**src/rtl/crc_mem_dut.sv**
```systemverilog
// Two CRC-protected single-word memories (32-bit with CRC-8, 8-bit with CRC-4).
// Each word is checked every cycle; single-bit errors are corrected and scrubbed.
module crc_mem_bank #(
    parameter int              DW   = 32,
    parameter int              CW   = 8,
    parameter logic [CW-1:0]   POLY = 8'h07
) (
    input  logic          clk,
    input  logic          rst_n,
    input  logic          wr,
    input  logic [DW-1:0] data_in,
    output logic [DW-1:0] data_out,
    output logic          err_detected,
    output logic          err_corrected
);
    logic [DW-1:0] stored_data;
    logic [CW-1:0] stored_crc;

    logic [CW-1:0] syndrome;
    logic [DW-1:0] flip;
    logic [DW-1:0] corrected_data;
    logic [CW-1:0] scrub_crc;
    logic          nonzero;
    logic          correctable;

    // MSB-first, init 0, no reflection, no final XOR.
    function automatic logic [CW-1:0] crc_calc(input logic [DW-1:0] d);
        logic [CW-1:0] c;
        c = '0;
        for (int i = DW - 1; i >= 0; i--) begin
            if (c[CW-1] ^ d[i]) c = {c[CW-2:0], 1'b0} ^ POLY;
            else                c = {c[CW-2:0], 1'b0};
        end
        return c;
    endfunction

    // The CRC is linear, so a flipped data bit i yields syndrome CRC(1<<i);
    // a flipped check bit yields a one-hot syndrome.
    always_comb begin
        syndrome = crc_calc(stored_data) ^ stored_crc;
        flip     = '0;
        for (int i = 0; i < DW; i++) begin
            if (syndrome == crc_calc(DW'(1) << i)) flip[i] = 1'b1;
        end
        nonzero        = |syndrome;
        correctable    = (|flip) || $onehot(syndrome);
        corrected_data = stored_data ^ flip;
        scrub_crc      = crc_calc(corrected_data);
    end

    // rst_n is active-high despite its name.
    always_ff @(posedge clk or posedge rst_n) begin
        if (rst_n) begin
            // NOTE: storage is cleared as well, so the reset state has syndrome 0.
            stored_data   <= '0;
            stored_crc    <= '0;
            data_out      <= '0;
            err_detected  <= 1'b0;
            err_corrected <= 1'b0;
        end else begin
            data_out      <= corrected_data;
            err_detected  <= nonzero;
            err_corrected <= nonzero && correctable;
            if (wr) begin
                stored_data <= data_in;
                stored_crc  <= crc_calc(data_in);
            end else if (nonzero && correctable) begin
                stored_data <= corrected_data;
                stored_crc  <= scrub_crc;
            end
        end
    end
endmodule

module crc_mem_dut (
    input  logic        clk,
    input  logic        rst_n,
    input  logic        mem1_wr,
    input  logic [31:0] mem1_data_in,
    output logic [31:0] mem1_data_out,
    output logic        mem1_err_detected,
    output logic        mem1_err_corrected,
    input  logic        mem2_wr,
    input  logic [7:0]  mem2_data_in,
    output logic [7:0]  mem2_data_out,
    output logic        mem2_err_detected,
    output logic        mem2_err_corrected
);
    crc_mem_bank #(.DW(32), .CW(8), .POLY(8'h07)) mem1_i (
        .clk           (clk),
        .rst_n         (rst_n),
        .wr            (mem1_wr),
        .data_in       (mem1_data_in),
        .data_out      (mem1_data_out),
        .err_detected  (mem1_err_detected),
        .err_corrected (mem1_err_corrected)
    );

    crc_mem_bank #(.DW(8), .CW(4), .POLY(4'h3)) mem2_i (
        .clk           (clk),
        .rst_n         (rst_n),
        .wr            (mem2_wr),
        .data_in       (mem2_data_in),
        .data_out      (mem2_data_out),
        .err_detected  (mem2_err_detected),
        .err_corrected (mem2_err_corrected)
    );
endmodule

```
**config.mk**
```make
export PLATFORM = sky130hd
export DESIGN_NAME = crc_mem_dut
export DESIGN_NICKNAME = d
export VERILOG_FILES = /design/src/rtl/crc_mem_dut.sv
export SDC_FILE = /design/constraint.sdc
export NUM_CORES = 1
export LEC_CHECK = 0
export CAP_MARGIN = 25
export CORE_ASPECT_RATIO = 1.4
export CORE_MARGIN = 1.5
export CORE_UTILIZATION = 45
export DETAILED_ROUTE_END_ITERATION = 6
export PLACE_DENSITY = 0.72
export SLEW_MARGIN = 30
export SYNTH_ARGS = -nofsm -noshare
export SYNTH_HDL_FRONTEND = slang
export SYNTH_HIERARCHICAL = 1
export SYNTH_SLANG_ARGS = --single-unit
```
**constraint.sdc**
```tcl
create_clock -name clk -period 9.8 [get_ports clk]
set_clock_uncertainty 0.2 [all_clocks]
set_input_delay 1.96 -clock clk [delete_from_list [all_inputs] [get_ports clk]]
set_output_delay 1.96 -clock clk [all_outputs]
set_load 0.1 [all_outputs]
```
==> flow_summary.json, run 1 <==
{
  "run_status": "finished clean",
  "cts_resized": 0,
  "insertion_delay_ns": 0.35,
  "portBuffers": 87,
  "mostFrequentLayoutCell": "xnor2_1",
  "max_stage_delay_ns": 0.55,
  "ys_seq_area_frac": 0.2960,
  "wl_per_cell_um": 21.43,
  "clock_path_buffers": 2,
  "rsz0062_at_grt": "no",
  "clkSlewWorstSetupHoldPaths_ns": 0.07,
  "slowest_stage": "xnor3_2",
  "synth-warning-count": 6,
  "antenna_found_initial": 0,
  "relSlewSlack": 0.3148,
  "r2r_cells": 23,
  "max_cap_viol_count": 0,
  "die_w_um": 116.5,
  "initial_core_util": 0.4626,
  "cts_buffers": 9,
  "die-area_um2": 18860,
  "routed-wl-met3_um": 1102,
  "ant_nets": 0,
  "required_ns": 9.80,
  "layout-drive-gt1-share": 0.1164,
  "layoutNonFillerInstCount": 1078,
  "grt_max_degree": 57,
  "synth.avg_cell_area_um2": 10.54,
  "grt_pass1_wl_um": 35760,
  "syn_area_um2": 8117,
  "grt_pass1_vias": 6156,
  "grt_usage": 0.2602,
  "fill_cells": 1602,
  "multi_input_area_um2": 5477,
  "post_cts_buffers": 0,
  "cts_root_buffer": "clkbuf_16",
  "hold_depth": 1,
  "wirelength_um": 23100,
  "seqCellArea_um2": 2402,
  "utilization": 0.5394,
  "grt_overflow_total": 0,
  "syn_inst": 770,
  "die_h_um": 161.9,
  "path_cells": "xnor3_2 > xor3_2 > xor2_1 > xnor3_2 > xor2_1 > xnor2_1 > ha_1 > inv_1 > ha_1 > or2_2 > inv_1 > fa_1 > fa_1 > nor3_1 > a21oi_1 > nor4b_1 > a21oi_1 > nand4_1 > o31ai_2 > buf_4 > nor3_1 > xnor2_1 > o21ai_0",
  "place_inst": 1063,
  "area_growth_pct": 16.60,
  "timing_worst_setup_path_type": "flip-flop to flip-flop",
  "viasPerCell": 5.442,
  "r2r_slack_ns": 3.39,
  "met1Wirelength_um": 8270,
  "critPathBufInv": 3,
  "min_period_ns": 6.410,
  "highest_layer": "met4",
  "cp-end-kind": "flip-flop",
  "hold_path.class": "flip-flop to flip-flop",
  "fin_setup_tns_ns": 0,
  "whs_endpoint": "mem1_i/data_out[19]",
  "drc_errors": 0,
  "setup_violations": 0,
  "drt_iter0_markers": 367,
  "hold_start": "mem1_i/stored_data[19]",
  "cp_max_fo": 15,
  "tritoncts": "yes",
  "ys.flop_type": "dfrtp_1",
  "finalNetCount": 905,
  "insertedDiodeCount": 0,
  "arrival_ns": 6.41,
  "synth_edf_count": 0,
  "timing.rr.start": "mem1_i/stored_data[31]",
  "wl_met2_um": 12280,
  "dp.final_hpwl_um": 18530,
  "cp-start-kind": "flip-flop",
  "layout_common_cells": "189 x xnor2_1, 96 x dfrtp_1, 85 x clkdlybuf4s50_1, 70 x xor2_1, 52 x nand2_1",
  "async_flop_share": 1.000,
  "core_area_um2": 17540,
  "synth_nets": 837,
  "fmax_ghz": 0.1560,
  "htree_levels": 3,
  "synth-seq-cells": 96,
  "gp_congestion": 0.9448,
  "slew_violations": 0,
  "clock-sinks": 96,
  "synth.distinct_cells": 72,
  "rows": 57,
  "cp_top_family": "XOR/XNOR gates",
  "worst_pin_slew_ns": 1.025,
  "holdBufCountCts": 0,
  "drtPass1Iterations": 5,
  "hold_violations": 0,
  "ios": 88,
  "fin_crit_sh": 0.6541,
  "num_vias": 5867,
  "reg2reg_to": "mem1_i/stored_data[7]"
}
## synthesized netlist by cell type, drive strengths merged, types with 3 or more instances
library cell / instances / area share
mux2: 33 / 0.046
nor3: 6 / 0.0037
ha: 20 / 0.031
o211ai: 4 / 0.0043
mux2i: 10 / 0.012
a21oi: 24 / 0.015
inv: 23 / 0.011
o21ai: 19 / 0.012
a21boi: 3 / 0.0046
nand3: 27 / 0.017
a21o: 3 / 0.0028
xnor2: 202 / 0.23
or3: 4 / 0.0043
nand2: 52 / 0.024
o31ai: 4 / 0.0043
and2: 3 / 0.0023
xor3: 8 / 0.024
and3: 8 / 0.0074
nand4b: 3 / 0.0032
xnor3: 21 / 0.059
nand2b: 3 / 0.0023
fa: 3 / 0.0074
xor2: 77 / 0.091
dfrtp: 96 / 0.30
clkbuf: 22 / 0.010
a211oi: 5 / 0.0052
nand4: 11 / 0.0085
a211o: 4 / 0.0043
buf: 12 / 0.0082
nor2: 27 / 0.012
or2: 7 / 0.0054
a22oi: 3 / 0.0034
## routing by layer
metal | GRT usage | vias up
met5 | 0 | -
met4 | 0.1530 | 0
met3 | 0.04104 | 79
met2 | 0.4572 | 223
met1 | 0.2933 | 2860
li1 | - | 2705
## sequential cells by signal, summed over array words and instances (netlist names)
register              flops
mem1_i/stored_crc         8
mem2_i/stored_data        8
mem2_i/err_detected       1
mem2_i/err_corrected      1
mem1_i/stored_data       32
mem1_i/err_detected       1
mem1_i/err_corrected      1
mem2_i/data_out           8
mem2_i/stored_crc         4
mem1_i/data_out          32
## per-stage QoR
| step | instance area, um^2 | hold WS, ns | setup slack (ns) |
|---|---|---|---|
| 6_report | 9464 | 0.3142 | 3.390 |
| 4_1_cts | 9469 | 0.3201 | 3.422 |
| 3_3_place_gp | 9165 | 0.3173 | 3.516 |
| 5_1_grt | 9464 | 0.3320 | 3.058 |
| 3_5_place_dp | 9165 | 0.3025 | 3.459 |
| 2_1_floorplan | 8117 | 0.2654 | 3.910 |
## layout make-up
class                   count  area share
inverters                  25     0.01005
multi-input cells         615      0.5787
flip-flops and latches     96      0.2538
repair buffers             91     0.09413
clock buffers              12     0.02499
clock inverters             3    0.007139
well taps                 236     0.03120
## logic make-up (layout without fill, tap and decap cells)
family          Yosys count  count (layout)  synth area share
compound gates           82              82           0.07415
xor+xnor                308             308            0.4051
fa+ha+maj                23              23           0.03823
buf+inv                  59             131           0.02991
flops                    96              96            0.2960
mux                      43              43           0.05812
simple gates            159             159           0.09851
## worst max-delay path by stage
| stage | start | to | slack [ns] | cells past startpoint |
|---|---|---|---|---|
| 3_5_place_dp | mem1_i/stored_data[31] | mem1_i/stored_data[7] | 3.46 | 23 |
| 4_1_cts | mem1_i/stored_data[31] | mem1_i/stored_data[7] | 3.42 | 23 |
| 5_1_grt | mem1_i/stored_data[31] | mem1_i/stored_crc[2] | 3.06 | 22 |
| 6_report | mem1_i/stored_data[31] | mem1_i/stored_data[7] | 3.39 | 23 |
| 2_1_floorplan | mem1_i/stored_data[31] | mem1_i/stored_crc[2] | 3.91 | 22 |
| 3_3_place_gp | mem1_i/stored_data[31] | mem1_i/stored_data[7] | 3.52 | 23 |
## worst reg2reg max path: stages, from the launching register on
cell	delay, ns
dfrtp_1	0.46
xnor3_2	0.55
xor3_2	0.46
xor2_1	0.15
xnor3_2	0.50
xor2_1	0.28
xnor2_1	0.14
ha_1	0.32
inv_1	0.05
ha_1	0.16
or2_2	0.30
inv_1	0.07
fa_1	0.45
fa_1	0.45
nor3_1	0.18
a21oi_1	0.06
nor4b_1	0.39
a21oi_1	0.09
nand4_1	0.15
o31ai_2	0.08
buf_4	0.22
nor3_1	0.29
xnor2_1	0.17
o21ai_0	0.09
Power of run 1 is not shown: default switching activity piles up to over one toggle a cycle in this logic, so the estimate is an artifact.
==> inputs of run 2 (changes only) <==
--- a/config.mk
+++ b/config.mk
@@ -10,7 +10,7 @@
 export CORE_MARGIN = 1.5
 export CORE_UTILIZATION = 45
 export DETAILED_ROUTE_END_ITERATION = 6
-export PLACE_DENSITY = 0.72
+export PLACE_DENSITY = 0.74
 export SLEW_MARGIN = 30
 export SYNTH_ARGS = -nofsm -noshare
 export SYNTH_HDL_FRONTEND = slang
==> constraint.sdc (replaced) <==
create_clock -name clk -period 5.15 [get_ports clk]
set_clock_uncertainty 0.2 [all_clocks]
set_input_delay 1.03 -clock clk [delete_from_list [all_inputs] [get_ports clk]]
set_output_delay 1.03 -clock clk [all_outputs]
set_load 0.1 [all_outputs]
==> run 2 against run 1 <==
Compared with the run above: maximum frequency is 15% higher; critical path depth stayed put; highest routed layer unchanged; the flow now finishes with violations (negative setup slack); sequential share of layout area is 4.3 points lower; register-to-register slack worse by 3.8 ns; global-route usage is 2.7 points higher; die area stayed put.
==> flow_summary.json, run 2 (synthesis gave the netlist of run 1 again) <==
{
  "gp_congestion": 0.9691,
  "layout-drive-gt1-share": 0.3523,
  "cp_max_fo": 9,
  "dp.final_hpwl_um": 20400,
  "max_cap_viol_count": 0,
  "drt_iter0_markers": 440,
  "die-area_um2": 18860,
  "busiest_layer": "met2",
  "clkSlewWorstSetupHoldPaths_ns": 0.07,
  "finalNetCount": 1100,
  "slew_violations": 0,
  "grt_overflow_total": 0,
  "grt_pass1_vias": 7122,
  "cts_root_buffer": "clkbuf_16",
  "ant_nets": 0,
  "hold_violations": 0,
  "arrival_ns": 5.59,
  "required_ns": 5.18,
  "layout_common_cells": "191 x buf_4, 166 x xnor2_1, 91 x dfrtp_1, 85 x clkdlybuf4s50_1, 61 x xor2_1",
  "portBuffers": 87,
  "utilization": 0.6500,
  "mostFrequentLayoutCell": "buf_4",
  "area_growth_pct": 40.50,
  "drc_errors": 0,
  "met2_usage": 0.5075,
  "cts_buffers": 9,
  "initial_core_util": 0.4626,
  "fmax_ghz": 0.1798,
  "setup_violations": 15,
  "crit_start": "mem1_i/stored_data[25]",
  "grt_max_degree": 46,
  "violations": "negative setup slack",
  "wl_per_cell_um": 20.58,
  "wirelength_um": 26180,
  "worst_pin_slew_ns": 1.006,
  "ios": 88,
  "hold_start": "mem2_i/stored_data[2]",
  "fin_crit_sh": 1.080,
  "min_period_ns": 5.562,
  "core_area_um2": 17540,
  "tritoncts": "yes",
  "hold_path.class": "flip-flop to flip-flop",
  "grt_usage": 0.2874,
  "viasPerCell": 5.335,
  "die_w_um": 116.5,
  "timing_worst_setup_path_type": "flip-flop to flip-flop",
  "rsz0062_at_grt": "yes",
  "clock-sinks": 96,
  "num_vias": 6786,
  "clock_path_buffers": 2,
  "insertedDiodeCount": 0,
  "htree_levels": 3,
  "use_met3": 0.04627,
  "fin_ws_ns": -0.4118,
  "die_h_um": 161.9,
  "grt_pass1_wl_um": 39590,
  "cp-start-kind": "flip-flop",
  "dp_slack_ns": -0.4443,
  "reg.largest.list": "mem1_i/data_out (32), mem1_i/stored_data (32)",
  "rows": 57,
  "grt_use_met1": 0.3091,
  "timing.rr.start": "mem1_i/stored_data[25]",
  "run_status": "finished, violations left",
  "relSlewSlack": 0.3275,
  "antenna_found_initial": 0,
  "insertion_delay_ns": 0.36,
  "drtPass1Iterations": 5,
  "cp-end-kind": "flip-flop"
}
## run 2: cell types whose count changed in the layout (fill, tap and decap cells not counted), sizes merged
cell,before,now
clkinvlp,1,3
buf,6,201
clkbuf,12,9
inv,21,23
bufinv,2,0
## run 2: routing by layer
| layer | routed length (um) | vias up |
|---|---|---|
| met4 | 1959 | 0 |
| met3 | 1293 | 97 |
| li1 | - | 3084 |
| met5 | 0 | - |
| met2 | 13630 | 270 |
| met1 | 9290 | 3335 |
## run 2: critical path, cell delays in order, from the launching register on
cell,delay [ns]
dfrtp_1,0.43
xnor3_2,0.41
xor3_2,0.29
xor2_1,0.16
xnor3_2,0.53
xor2_2,0.23
xnor2_2,0.16
ha_1,0.31
inv_2,0.05
ha_4,0.25
inv_2,0.03
fa_1,0.45
nand2b_4,0.16
fa_2,0.43
nor3_4,0.17
a21oi_4,0.06
nor4b_4,0.25
a21oi_1,0.06
nand4_1,0.14
o31ai_4,0.09
buf_6,0.16
and3b_1,0.17
a21oi_2,0.13
o31ai_2,0.09
## run 2: per-stage QoR
stage,area (um^2),hold slack (ns),instances,TNS [ns]
floorplan,8250,0.2562,770,-0.5653
global placement,10640,0.3325,1244,-4.440
detailed placement,10640,0.3362,1244,-5.444
CTS,11240,0.3380,1270,-4.813
global route,11400,0.3602,1272,-9.076
finish,11400,0.3348,1272,-5.174
## run 2: path summary, 6_finish.rpt
kind / endpoint / slack, ns / cells after the start
worst max-delay path: mem1_i/stored_crc[6] / -0.41 / 23
worst min register to register: mem2_i/data_out[2] / 0.33 / 1
min in group asynchronous: mem1_i/data_out[9] / 0.96 / 2
max in group asynchronous: mem1_i/stored_crc[1] / 2.94 / 3
worst min-delay path: mem2_i/data_out[2] / 0.33 / 1
worst max register to register: mem1_i/stored_crc[6] / -0.41 / 23
## run 2: area by class of cell
class / count / area (um^2)
repair buffers: 286 / 2394
flip-flops and latches: 96 / 2409
fillers: 1355 / 6141
well taps: 236 / 295.3
inverters: 25 / 108.9
clock inverters: 5 / 36.28
clock buffers: 9 / 225.2
multi-input cells: 615 / 5936
## run 2: repair_timing
item	CTS	global route
hold buffers	0	0
gates resized for setup	51	27
buffers inserted	13	2
pin swaps	19	4
endpoints found under the setup margin	15	15
Power of run 2 is left out for the same reason.
